$ cat src/rtl/mem_port_arbiter_pkg.sv
`default_nettype none
// ============================================================================
// Module   : mem_arb_pkg
// Brief    : Shared types and default widths for the memory-port arbiter.
// Revision : 1.0 - initial release
// ============================================================================
package mem_arb_pkg;

    localparam int DEFAULT_LINE_W = 256;
    localparam int DEFAULT_ADDR_W = 32;

    typedef enum logic [1:0] {
        IDLE    = 2'd0,
        SERVE_I = 2'd1,
        SERVE_D = 2'd2
    } arb_state_t;

    typedef enum logic {
        OP_READ  = 1'b0,
        OP_WRITE = 1'b1
    } mem_op_t;

endpackage
`default_nettype wire

$ cat src/rtl/mem_port_arbiter_if.sv
`default_nettype none
// ============================================================================
// Module   : mem_port_arbiter_if
// Brief    : I-cache, D-cache and memory-side signals of the line port arbiter.
// Revision : 1.0 - initial release
// ============================================================================
interface mem_port_arbiter_if
    import mem_arb_pkg::*;
#(
    parameter int LINE_W = DEFAULT_LINE_W,
    parameter int ADDR_W = DEFAULT_ADDR_W
);
    logic              i_read;
    logic [ADDR_W-1:0] i_addr;
    logic [LINE_W-1:0] i_rdata;
    logic              i_resp;

    logic              d_read;
    logic              d_write;
    logic [ADDR_W-1:0] d_addr;
    logic [LINE_W-1:0] d_wdata;
    logic [LINE_W-1:0] d_rdata;
    logic              d_resp;

    logic              mem_read;
    logic              mem_write;
    logic [ADDR_W-1:0] mem_addr;
    logic [LINE_W-1:0] mem_wdata;
    logic [LINE_W-1:0] mem_rdata;
    logic              mem_resp;

    logic [31:0]       i_grant_cnt;
    logic [31:0]       d_grant_cnt;

    modport slave (
        input  i_read, i_addr, d_read, d_write, d_addr, d_wdata, mem_rdata, mem_resp,
        output i_rdata, i_resp, d_rdata, d_resp, mem_read, mem_write, mem_addr,
               mem_wdata, i_grant_cnt, d_grant_cnt
    );

    modport master (
        output i_read, i_addr, d_read, d_write, d_addr, d_wdata, mem_rdata, mem_resp,
        input  i_rdata, i_resp, d_rdata, d_resp, mem_read, mem_write, mem_addr,
               mem_wdata, i_grant_cnt, d_grant_cnt
    );

endinterface
`default_nettype wire

$ cat src/rtl/mem_port_arbiter_grant_select.sv
`default_nettype none
// ============================================================================
// Module   : arb_grant_select
// Brief    : Combinational winner pick; D wins ties unless I has been starved.
// Revision : 1.0 - initial release
// ============================================================================
module arb_grant_select #(
    parameter int STARVE_LIMIT = 4,
    parameter int CNT_W        = $clog2(STARVE_LIMIT + 1)
) (
    input  logic             i_icache_req,
    input  logic             i_dcache_req,
    input  logic [CNT_W-1:0] i_starve_cnt,
    output logic             o_grant_i,
    output logic             o_grant_d
);

    localparam logic [CNT_W-1:0] C_LIMIT = CNT_W'(STARVE_LIMIT);

    always_comb begin
        o_grant_i = 1'b0;
        o_grant_d = 1'b0;
        if (i_icache_req && i_dcache_req) begin
            if (i_starve_cnt == C_LIMIT) begin
                o_grant_i = 1'b1;
            end else begin
                o_grant_d = 1'b1;
            end
        end else if (i_icache_req) begin
            o_grant_i = 1'b1;
        end else if (i_dcache_req) begin
            o_grant_d = 1'b1;
        end
    end

endmodule
`default_nettype wire

$ cat src/rtl/mem_port_arbiter.sv
`default_nettype none
// ============================================================================
// Module   : mem_port_arbiter
// Brief    : Shares one memory line port between I-cache and D-cache miss paths.
// Revision : 1.0 - initial release
// ============================================================================
module mem_port_arbiter
    import mem_arb_pkg::*;
#(
    parameter int LINE_W       = DEFAULT_LINE_W,
    parameter int ADDR_W       = DEFAULT_ADDR_W,
    parameter int STARVE_LIMIT = 4
) (
    input  logic                 clk,
    input  logic                 rst,
    mem_port_arbiter_if.slave    bus
);

    localparam int               CNT_W   = $clog2(STARVE_LIMIT + 1);
    localparam logic [CNT_W-1:0] C_LIMIT = CNT_W'(STARVE_LIMIT);

    arb_state_t        state_q, state_d;
    mem_op_t           op_q, op_d;
    logic [ADDR_W-1:0] addr_q, addr_d;
    logic [LINE_W-1:0] wdata_q, wdata_d;
    logic [CNT_W-1:0]  starve_cnt_q, starve_cnt_d;
    logic [31:0]       i_grant_cnt_q, i_grant_cnt_d;
    logic [31:0]       d_grant_cnt_q, d_grant_cnt_d;

    logic              w_d_req;
    logic              w_grant_i;
    logic              w_grant_d;

    assign w_d_req = bus.d_read | bus.d_write;

    arb_grant_select #(
        .STARVE_LIMIT (STARVE_LIMIT),
        .CNT_W        (CNT_W)
    ) u_grant_select (
        .i_icache_req (bus.i_read),
        .i_dcache_req (w_d_req),
        .i_starve_cnt (starve_cnt_q),
        .o_grant_i    (w_grant_i),
        .o_grant_d    (w_grant_d)
    );

    always_comb begin
        state_d       = state_q;
        op_d          = op_q;
        addr_d        = addr_q;
        wdata_d       = wdata_q;
        starve_cnt_d  = starve_cnt_q;
        i_grant_cnt_d = i_grant_cnt_q;
        d_grant_cnt_d = d_grant_cnt_q;
        case (state_q)
            IDLE: begin
                if (w_grant_i) begin
                    state_d       = SERVE_I;
                    op_d          = OP_READ;
                    addr_d        = bus.i_addr;
                    starve_cnt_d  = '0;
                    i_grant_cnt_d = i_grant_cnt_q + 32'd1;
                end else if (w_grant_d) begin
                    state_d       = SERVE_D;
                    op_d          = bus.d_write ? OP_WRITE : OP_READ;
                    addr_d        = bus.d_addr;
                    wdata_d       = bus.d_wdata;
                    d_grant_cnt_d = d_grant_cnt_q + 32'd1;
                    // Only a D grant that bypasses a waiting fetch counts toward starvation.
                    if (bus.i_read && (starve_cnt_q != C_LIMIT)) begin
                        starve_cnt_d = starve_cnt_q + CNT_W'(1);
                    end
                end
            end
            SERVE_I, SERVE_D: begin
                if (bus.mem_resp) begin
                    state_d = IDLE;
                end
            end
            default: state_d = IDLE;
        endcase
    end

    always_ff @(posedge clk) begin
        if (rst) begin
            state_q       <= IDLE;
            op_q          <= OP_READ;
            addr_q        <= '0;
            wdata_q       <= '0;
            starve_cnt_q  <= '0;
            i_grant_cnt_q <= '0;
            d_grant_cnt_q <= '0;
        end else begin
            state_q       <= state_d;
            op_q          <= op_d;
            addr_q        <= addr_d;
            wdata_q       <= wdata_d;
            starve_cnt_q  <= starve_cnt_d;
            i_grant_cnt_q <= i_grant_cnt_d;
            d_grant_cnt_q <= d_grant_cnt_d;
        end
    end

    assign bus.mem_read    = (state_q == SERVE_I) || ((state_q == SERVE_D) && (op_q == OP_READ));
    assign bus.mem_write   = (state_q == SERVE_D) && (op_q == OP_WRITE);
    assign bus.mem_addr    = addr_q;
    assign bus.mem_wdata   = wdata_q;
    assign bus.i_resp      = (state_q == SERVE_I) && bus.mem_resp;
    assign bus.d_resp      = (state_q == SERVE_D) && bus.mem_resp;
    assign bus.i_rdata     = bus.mem_rdata;
    assign bus.d_rdata     = bus.mem_rdata;
    assign bus.i_grant_cnt = i_grant_cnt_q;
    assign bus.d_grant_cnt = d_grant_cnt_q;

endmodule
`default_nettype wire

$ cat src/flat_wrapper.sv
// flat-port wrapper written by rule: the top's interface ports become plain ports
module mem_port_arbiter_flat import mem_arb_pkg::*;
#(
    parameter int LINE_W       = DEFAULT_LINE_W,
    parameter int ADDR_W       = DEFAULT_ADDR_W,
    parameter int STARVE_LIMIT = 4
)
  (clk, rst, bus_i_read, bus_i_addr, bus_d_read, bus_d_write, bus_d_addr, bus_d_wdata, bus_mem_rdata, bus_mem_resp, bus_i_rdata, bus_i_resp, bus_d_rdata, bus_d_resp, bus_mem_read, bus_mem_write, bus_mem_addr, bus_mem_wdata, bus_i_grant_cnt, bus_d_grant_cnt);
  mem_port_arbiter_if #(.LINE_W(LINE_W), .ADDR_W(ADDR_W)) bus_i ();
  input  logic clk;
  input  logic rst;
  input wire logic [$bits(bus_i.i_read)-1:0] bus_i_read;
  input wire logic [$bits(bus_i.i_addr)-1:0] bus_i_addr;
  input wire logic [$bits(bus_i.d_read)-1:0] bus_d_read;
  input wire logic [$bits(bus_i.d_write)-1:0] bus_d_write;
  input wire logic [$bits(bus_i.d_addr)-1:0] bus_d_addr;
  input wire logic [$bits(bus_i.d_wdata)-1:0] bus_d_wdata;
  input wire logic [$bits(bus_i.mem_rdata)-1:0] bus_mem_rdata;
  input wire logic [$bits(bus_i.mem_resp)-1:0] bus_mem_resp;
  output wire logic [$bits(bus_i.i_rdata)-1:0] bus_i_rdata;
  output wire logic [$bits(bus_i.i_resp)-1:0] bus_i_resp;
  output wire logic [$bits(bus_i.d_rdata)-1:0] bus_d_rdata;
  output wire logic [$bits(bus_i.d_resp)-1:0] bus_d_resp;
  output wire logic [$bits(bus_i.mem_read)-1:0] bus_mem_read;
  output wire logic [$bits(bus_i.mem_write)-1:0] bus_mem_write;
  output wire logic [$bits(bus_i.mem_addr)-1:0] bus_mem_addr;
  output wire logic [$bits(bus_i.mem_wdata)-1:0] bus_mem_wdata;
  output wire logic [$bits(bus_i.i_grant_cnt)-1:0] bus_i_grant_cnt;
  output wire logic [$bits(bus_i.d_grant_cnt)-1:0] bus_d_grant_cnt;
  assign bus_i.i_read = bus_i_read;
  assign bus_i.i_addr = bus_i_addr;
  assign bus_i.d_read = bus_d_read;
  assign bus_i.d_write = bus_d_write;
  assign bus_i.d_addr = bus_d_addr;
  assign bus_i.d_wdata = bus_d_wdata;
  assign bus_i.mem_rdata = bus_mem_rdata;
  assign bus_i.mem_resp = bus_mem_resp;
  assign bus_i_rdata = bus_i.i_rdata;
  assign bus_i_resp = bus_i.i_resp;
  assign bus_d_rdata = bus_i.d_rdata;
  assign bus_d_resp = bus_i.d_resp;
  assign bus_mem_read = bus_i.mem_read;
  assign bus_mem_write = bus_i.mem_write;
  assign bus_mem_addr = bus_i.mem_addr;
  assign bus_mem_wdata = bus_i.mem_wdata;
  assign bus_i_grant_cnt = bus_i.i_grant_cnt;
  assign bus_d_grant_cnt = bus_i.d_grant_cnt;
  mem_port_arbiter #(.LINE_W(LINE_W), .ADDR_W(ADDR_W), .STARVE_LIMIT(STARVE_LIMIT)) u_core (.clk(clk), .rst(rst), .bus(bus_i));
endmodule
$ cat config.mk
export PLATFORM = sky130hd
export DESIGN_NAME = mem_port_arbiter_flat
export DESIGN_NICKNAME = d
export VERILOG_FILES = /design/src/rtl/mem_port_arbiter_pkg.sv /design/src/rtl/mem_port_arbiter_if.sv /design/src/rtl/mem_port_arbiter_grant_select.sv /design/src/rtl/mem_port_arbiter.sv /design/src/flat_wrapper.sv
export SDC_FILE = /design/constraint.sdc
export NUM_CORES = 1
export LEC_CHECK = 0
export BUFFER_PORTS_ARGS = -buffer_cell sky130_fd_sc_hd__buf_2
export CAP_MARGIN = 10
export CELL_PAD_IN_SITES_DETAIL_PLACEMENT = 1
export CELL_PAD_IN_SITES_GLOBAL_PLACEMENT = 1
export CORE_AREA = 2 2 563 565
export DETAILED_ROUTE_END_ITERATION = 8
export DIE_AREA = 0 0 565 567
export PLACE_DENSITY = 0.38
export SKIP_CTS_REPAIR_TIMING = 1
export SLEW_MARGIN = 10
export SYNTH_ARGS = -nofsm -noshare
export SYNTH_HDL_FRONTEND = slang
export SYNTH_SLANG_ARGS = --single-unit
$ cat constraint.sdc
create_clock -name clk -period 2.4 [get_ports clk]
set_input_delay 0.36 -clock clk [delete_from_list [all_inputs] [get_ports clk]]
set_output_delay 0.36 -clock clk [all_outputs]
set_load 0.1 [all_outputs]
==> results of run 1 <==
## layout make-up
class / instances / area, um^2 / area share [%]
Timing Repair Buffer: 1058 / 7290 / 26.5
Sequential cell: 358 / 7190 / 26.1
Multi-Input combinational cell: 1211 / 6020 / 21.9
Tap cell: 4160 / 5200 / 18.9
Clock buffer: 79 / 1550 / 5.65
Clock inverter: 17 / 183 / 0.664
Inverter: 11 / 41.3 / 0.150
Antenna cell: 10 / 25.0 / 0.0909
## final timing paths
| path | endpoint | slack, ns | cells after the start |
|---|---|---|---|
| worst min-delay path | u_core.bus.i_grant_cnt[3] | 0.05 | 2 |
| worst min register to register | u_core.bus.mem_wdata[238] | 0.45 | 2 |
| worst max-delay path | bus_d_resp | 0.11 | 4 |
| worst max register to register | u_core.bus.d_grant_cnt[23] | 0.12 | 6 |
## worst max-delay path: cells and delay by family, from the launching register on
family | cells | cell delay [ns]
flip-flops | 1 | 0.32
AND/OR/NAND/NOR | 1 | 0.15
adder cells (fa/ha/maj) | 1 | 0.25
buffers and inverters | 2 | 0.54
## Yosys cell counts, types with 3 or more instances
library cell  instances  area share (%)
nand2_1             568              12
buf_4               512              22
dfxtp_1             358              41
a21oi_1             290             8.3
clkbuf_1            101             2.2
nor2_1               66             1.4
nand3_1              51             1.5
a311oi_1             32             1.6
or4_1                23            0.99
o31ai_1              21            0.90
nand4_1              20            0.72
buf_2                17            0.49
nor2b_1              17            0.61
buf_1                14            0.30
mux2_2               13            0.84
nor4_1               12            0.43
or3_1                12            0.43
inv_1                11            0.24
o21ai_0              11            0.31
and2_1               10            0.36
and4_1               10            0.50
nor3_1               10            0.29
xnor2_1              10            0.50
ha_1                  7            0.50
xor2_1                7            0.35
mux2i_1               5            0.29
and3_1                3            0.11
## report_power, final
group          internal [mW]  switching, mW
logic                   1.48           6.11
clock network           4.69           3.50
registers               6.47          0.345
## state kept, by name (all words and copies together), names as in the netlist
register and flops:
u_core.bus.mem_wdata 256, u_core.bus.d_grant_cnt 32, u_core.bus.i_grant_cnt 32, u_core.bus.mem_addr 32, u_core.starve_cnt_q 3, u_core.state_q 2
u_core.op_q 1
## per-layer routing
metal  vias up  routed length (um)  global-route usage (%)
met3       388               28300                    7.90
met2      1125               62200                    13.1
li1       7750                   -                       -
met5         -                 260                   0.151
met1      8167               50300                    8.42
met4        18                8920                    4.61
## cells by family (layout without fill, tap and decap cells)
group           after synthesis  in the layout
compound gates              361            361
other cells                   0             10
xor+xnor                     17             17
buf+inv                     656           1165
simple gates                807            807
fa+ha+maj                     7              7
mux                          19             19
flops                       358            358
==> flow_metrics.tcl, run 1 <==
set metrics [dict create \
    status "completed" \
    rsz0062_at_grt "true" \
    hold_start "rst" \
    stdcell_area_mm2 0.0275 \
    fin_ws_ns 0.105 \
    fmax_mhz 436 \
    synth_cells 2225 \
    htree_num_levels 2 \
    dp_hpwl_um 128000 \
    setup_violations 0 \
    hold_viol 0 \
    period_needed_ns 2.29 \
    path_class "flop to output pin" \
    final_nets 3282 \
    drv_slew 0 \
    path_clk_slew_ns 0.06 \
    p_per_area_mw_per_mm2 821 \
    yosys_warnings 0 \
    fin_util_pct 8.76 \
    ys_types 41 \
    syn_area_mm2 0.0175 \
    drc 0 \
    ys_ff_latch 358 \
    crit_chain "inv_1 > ha_1 > and2_1 > clkbuf_4" \
    via_per_inst 2.53 \
    end_kind "output pin" \
    n_fill_cell 37600 \
    synth-simple-area-share_pct 19.8 \
    grt_max_degree 76 \
    tritoncts "built" \
    fin_cells 6904 \
    antenna_left 0 \
    die_h_um 567 \
    slowest_stage "clkbuf_4" \
    tightest_slew_ns 0.802 \
    dpl-instance-area_mm2 0.0226 \
    synth-xor-area-share_pct 0.851 \
    gp_congestion 0.823 \
    synth_ff_type "dfxtp_1" \
    fin_worst_skew_ns 0.0563 \
    final_common_cell "buf_2" \
    grt_first_pass_wirelength_um 185000 \
    worstReg2RegStart "u_core.starve_cnt_q[1]" \
    rows 206 \
    power.leakage_nw 10.6 \
    total_power_mw 22.6 \
    grt_pass1_vias 16700 \
    num_vias 17400 \
    whs_ns 0.0520 \
    antenna_found_initial 43 \
    synth_compound_area_share_pct 11.5 \
    setup_tns_ns 0 \
    clk_latency_ns 0.71 \
    layout_common_cells "buf_2 (677), nand2_1 (568), dfxtp_1 (337)" \
    async_flop_share_pct 0 \
    cts_root_buffer "clkbuf_16" \
    drv_cap 0 \
    finalCritPeriodShare_pct 95.6 \
    seq_area_frac_synth_pct 41.0 \
    max-slew-margin-rel_pct 46.9 \
    clock_sinks 358 \
    vdd_drop_max_mv 0.548 \
    core_area_mm2 0.314 \
    grt.total_usage_pct 8.92 \
    cp_slowest_stage_delay_ns 0.41 \
    syn-num-nets 2814 \
    synth_top_family_by_area "buffers and inverters" \
    synthAdderAreaFrac_pct 0.501 \
    dp.cells 6493 \
    initial_utilization_pct 5.57 \
    wl_um 150000 \
    boundaryPins 1450 \
    drtIter0Drc 753 \
    die_w_um 565 \
    cp_data_required_time_ns 2.04 \
    crit_fanout 3 \
    hold_path.class "primary input to flop" \
    crit_start "u_core.state_q[0]" \
    first_pass_iters 5 \
    syn_to_final_growth_pct 57.3 \
    port_buffers 681 \
    synthMuxAreaShare_pct 1.19 \
    wl_per_cell_um 21.7 \
    cts_buffers 53 \
    overflow 0 \
    die-area_mm2 0.320 \
    synth_edf_count 0 \
    startpoint_type "flop" \
    drive_gt1_share_pct 32.6 \
    syn_area_per_cell_um2 7.86 \
    place_ws_ns -0.124 \
    worstPathArrival_ns 1.93 \
    cts_buffer_depth 3 \
]
(Power assumes the default switching activity.)
==> run 2: changes to the inputs <==
Settings changed: ABC_AREA from default to 1, CELL_PAD_IN_SITES_DETAIL_PLACEMENT 1 to default, CELL_PAD_IN_SITES_GLOBAL_PLACEMENT 1 to default, CORE_AREA 2 2 563 565 to 2 2 566 568, DIE_AREA 0 0 565 567 to 0 0 568 570, PLACE_DENSITY 0.38 to 0.32, SETUP_SLACK_MARGIN from default to 0.2.
==> run 2 against run 1 <==
  * Hold slack worse by 0.059 ns
  * Count of clock-buffer cells in the layout is 7 lower
  * Final cell count is 3.1% higher
  * Critical endpoint is now bus_mem_read
  * Total power is 40% higher
  * Critical path type unchanged
  * Critical path depth is 1 higher
  * Combinational power is 99% higher
  * The run now ends with negative hold slack left
==> flow_metrics.tcl, run 2 <==
set metrics [dict create \
    cp_data_required_time_ns 2.04 \
    worstPathArrival_ns 1.78 \
    synth_compound_area_share_pct 10.3 \
    port_buffers 681 \
    period_needed_ns 2.14 \
    finalCritPeriodShare_pct 89.2 \
    htree_num_levels 2 \
    synth-simple-area-share_pct 21.9 \
    violations "negative hold slack" \
    wl_per_cell_um 23.7 \
    fmax_mhz 467 \
    grt_max_degree 106 \
    boundaryPins 1450 \
    final_nets 3463 \
    yosys_warnings 0 \
    die-area_mm2 0.324 \
    max-slew-margin-rel_pct 49.4 \
    final_common_cell "buf_2" \
    drv_slew 0 \
    synthTopCellsByCount "nor2_1 (628), buf_4 (520), dfxtp_1 (358)" \
    synthTopCellsByArea "dfxtp_1 (40%), buf_4 (22%), nor2_1 (13%)" \
    syn-num-nets 3044 \
    fin_worst_skew_ns 0.0424 \
    grt_first_pass_wirelength_um 204000 \
    syn_to_final_growth_pct 52.0 \
    initial_utilization_pct 5.68 \
    whs_ns -0.00745 \
    hold_viol 1 \
    ys_ff_latch 358 \
    rsz0062_at_grt "true" \
    wl_um 168000 \
    r2r_slack_ns 0.31 \
    largest_reg_flops 256 \
    startpoint_type "flop" \
    status "finished, violations left" \
    n_fill_cell 37200 \
    grt.total_usage_pct 9.95 \
    path_clk_slew_ns 0.06 \
    antenna_found_initial 106 \
    worstReg2RegStart "u_core.state_q[1]" \
    rows 207 \
    gp_congestion 0.855 \
    reg2reg_to "u_core.bus.mem_wdata[77]" \
    clock_sinks 358 \
    via_per_inst 2.51 \
    first_pass_iters 5 \
    synth_area_leader_cell "dfxtp_1" \
    synthMuxAreaShare_pct 0 \
    clk_latency_ns 0.74 \
    drv_cap 0 \
    p_per_area_mw_per_mm2 1150 \
    path_buf_inv 3 \
    hold_end "u_core.bus.mem_wdata[224]" \
    path_class "flop to output pin" \
    vdd_drop_max_mv 0.630 \
    num_vias 17800 \
    die_w_um 568 \
    antenna_left 0 \
    hold_path.class "primary input to flop" \
    synth_top_family_by_area "buffers and inverters" \
    grt_pass1_vias 16800 \
    setup_tns_ns 0 \
    min_delay_path_depth 3 \
    tritoncts "built" \
    synth_top_area_share_pct 39.8 \
    seq_area_frac_synth_pct 39.8 \
    core_area_mm2 0.317 \
    synth_ff_type "dfxtp_1" \
    crit_family "buffers and inverters" \
    drtIter0Drc 897 \
    crit_chain "inv_1 > ha_1 > inv_1 > o21bai_2 > buf_6" \
    drc 0 \
    drive_gt1_share_pct 29.7 \
    end_kind "output pin" \
    syn_area_mm2 0.0180 \
    hold_start "bus_d_wdata[224]" \
    overflow 0 \
    cp_common_cell "inv_1" \
    tightest_slew_ns 0.764 \
    multi_input_area_mm2 0.00600 \
    synth-xor-area-share_pct 0.486 \
    die_h_um 570 \
    power.leakage_nw 11.2 \
    slowest_stage "dfxtp_1" \
    layout_common_cells "buf_2 (662), nor2_1 (627), dfxtp_1 (358)" \
    synthAdderAreaFrac_pct 0.486 \
    async_flop_share_pct 0 \
    seqCellArea_mm2 0.00717 \
    synth_cells 2455 \
    setup_violations 0 \
    cts_buffer_depth 3 \
    syn_area_per_cell_um2 7.34 \
    cp_slowest_stage_delay_ns 0.32 \
    dp_hpwl_um 147000 \
    stdcell_area_mm2 0.0274 \
    cts_root_buffer "clkbuf_16" \
    ys_types 35 \
    dpl-instance-area_mm2 0.0231 \
    cts_buffers 54 \
    synth_edf_count 0 \
    r2r_cells 8 \
    yosysMostFrequentCell "nor2_1" \
    crit_fanout 3 \
]
-- run 2: how the worst max path moves through the flow --
stage | to | cells after the start | startpoint
after global routing | bus_mem_read | 5 | u_core.state_q[0]
after floorplan | u_core.bus.i_grant_cnt[16] | 8 | u_core.bus.i_grant_cnt[1]
after detailed placement | u_core.bus.mem_wdata[77] | 8 | u_core.state_q[0]
final | bus_mem_read | 5 | u_core.state_q[0]
after global placement | u_core.bus.mem_wdata[77] | 8 | u_core.state_q[0]
after CTS | bus_mem_read | 5 | u_core.state_q[0]
-- run 2: cells by family after synthesis --
group                    count (synthesis)
AO/OA/AOI/OAI                          349
flip-flops                             358
buffers and inverters                  760
XOR/XNOR                                10
AND/OR/NAND/NOR                        971
adder cells (fa/ha/maj)                  7
-- run 2: worst register-to-register path, cell delays in order (launching register included) --
cell     delay (ns)
dfxtp_1        0.32
inv_1          0.10
ha_1           0.22
inv_1          0.11
nor2_4         0.18
nand2_8        0.14
buf_12         0.25
o21ai_1        0.59
nor2_1         0.08
-- run 2: report_power, final --
part,internal (mW),switching (mW),total (mW)
Sequential,7.08,0.677,7.76
Combinational,2.37,12.7,15.1
Clock,5.02,3.67,8.68
Total,14.5,17.0,31.5
-- run 2: cell type report --
cell class	instances	share of cell area [%]
antenna	16	0.146
clock buffer	72	5.40
clock inverter	29	1.41
inverter	134	1.86
multi-input combinational	1337	21.9
sequential	358	26.2
tap	4180	19.1
timing repair buffer	989	24.0
-- run 2: through the flow --
stage | instances | setup slack (ns) | hold WS [ns] | power (mW) | util [%]
6_report | 7115 | 0.259 | -0.00745 | 31.5 | 8.63
2_1_floorplan | 2455 | 0.206 | 0.455 | 22.2 | -
3_5_place_dp | 6764 | 0.138 | 0.467 | 22.9 | 7.27
4_1_cts | 6865 | -0.137 | -0.238 | 32.0 | 7.85
5_1_grt | 7110 | 0.100 | -0.0000472 | 33.3 | 8.63
3_3_place_gp | 6764 | 0.167 | 0.460 | 22.9 | 7.27
-- run 2: layer usage --
metal | up-vias | routed length [um] | GRT usage [%]
li1 | 8137 | - | -
met4 | 10 | 8550 | 4.29
met3 | 488 | 36100 | 9.86
met5 | - | 168 | 0.342
met1 | 7858 | 52300 | 8.67
met2 | 1347 | 71200 | 15.2
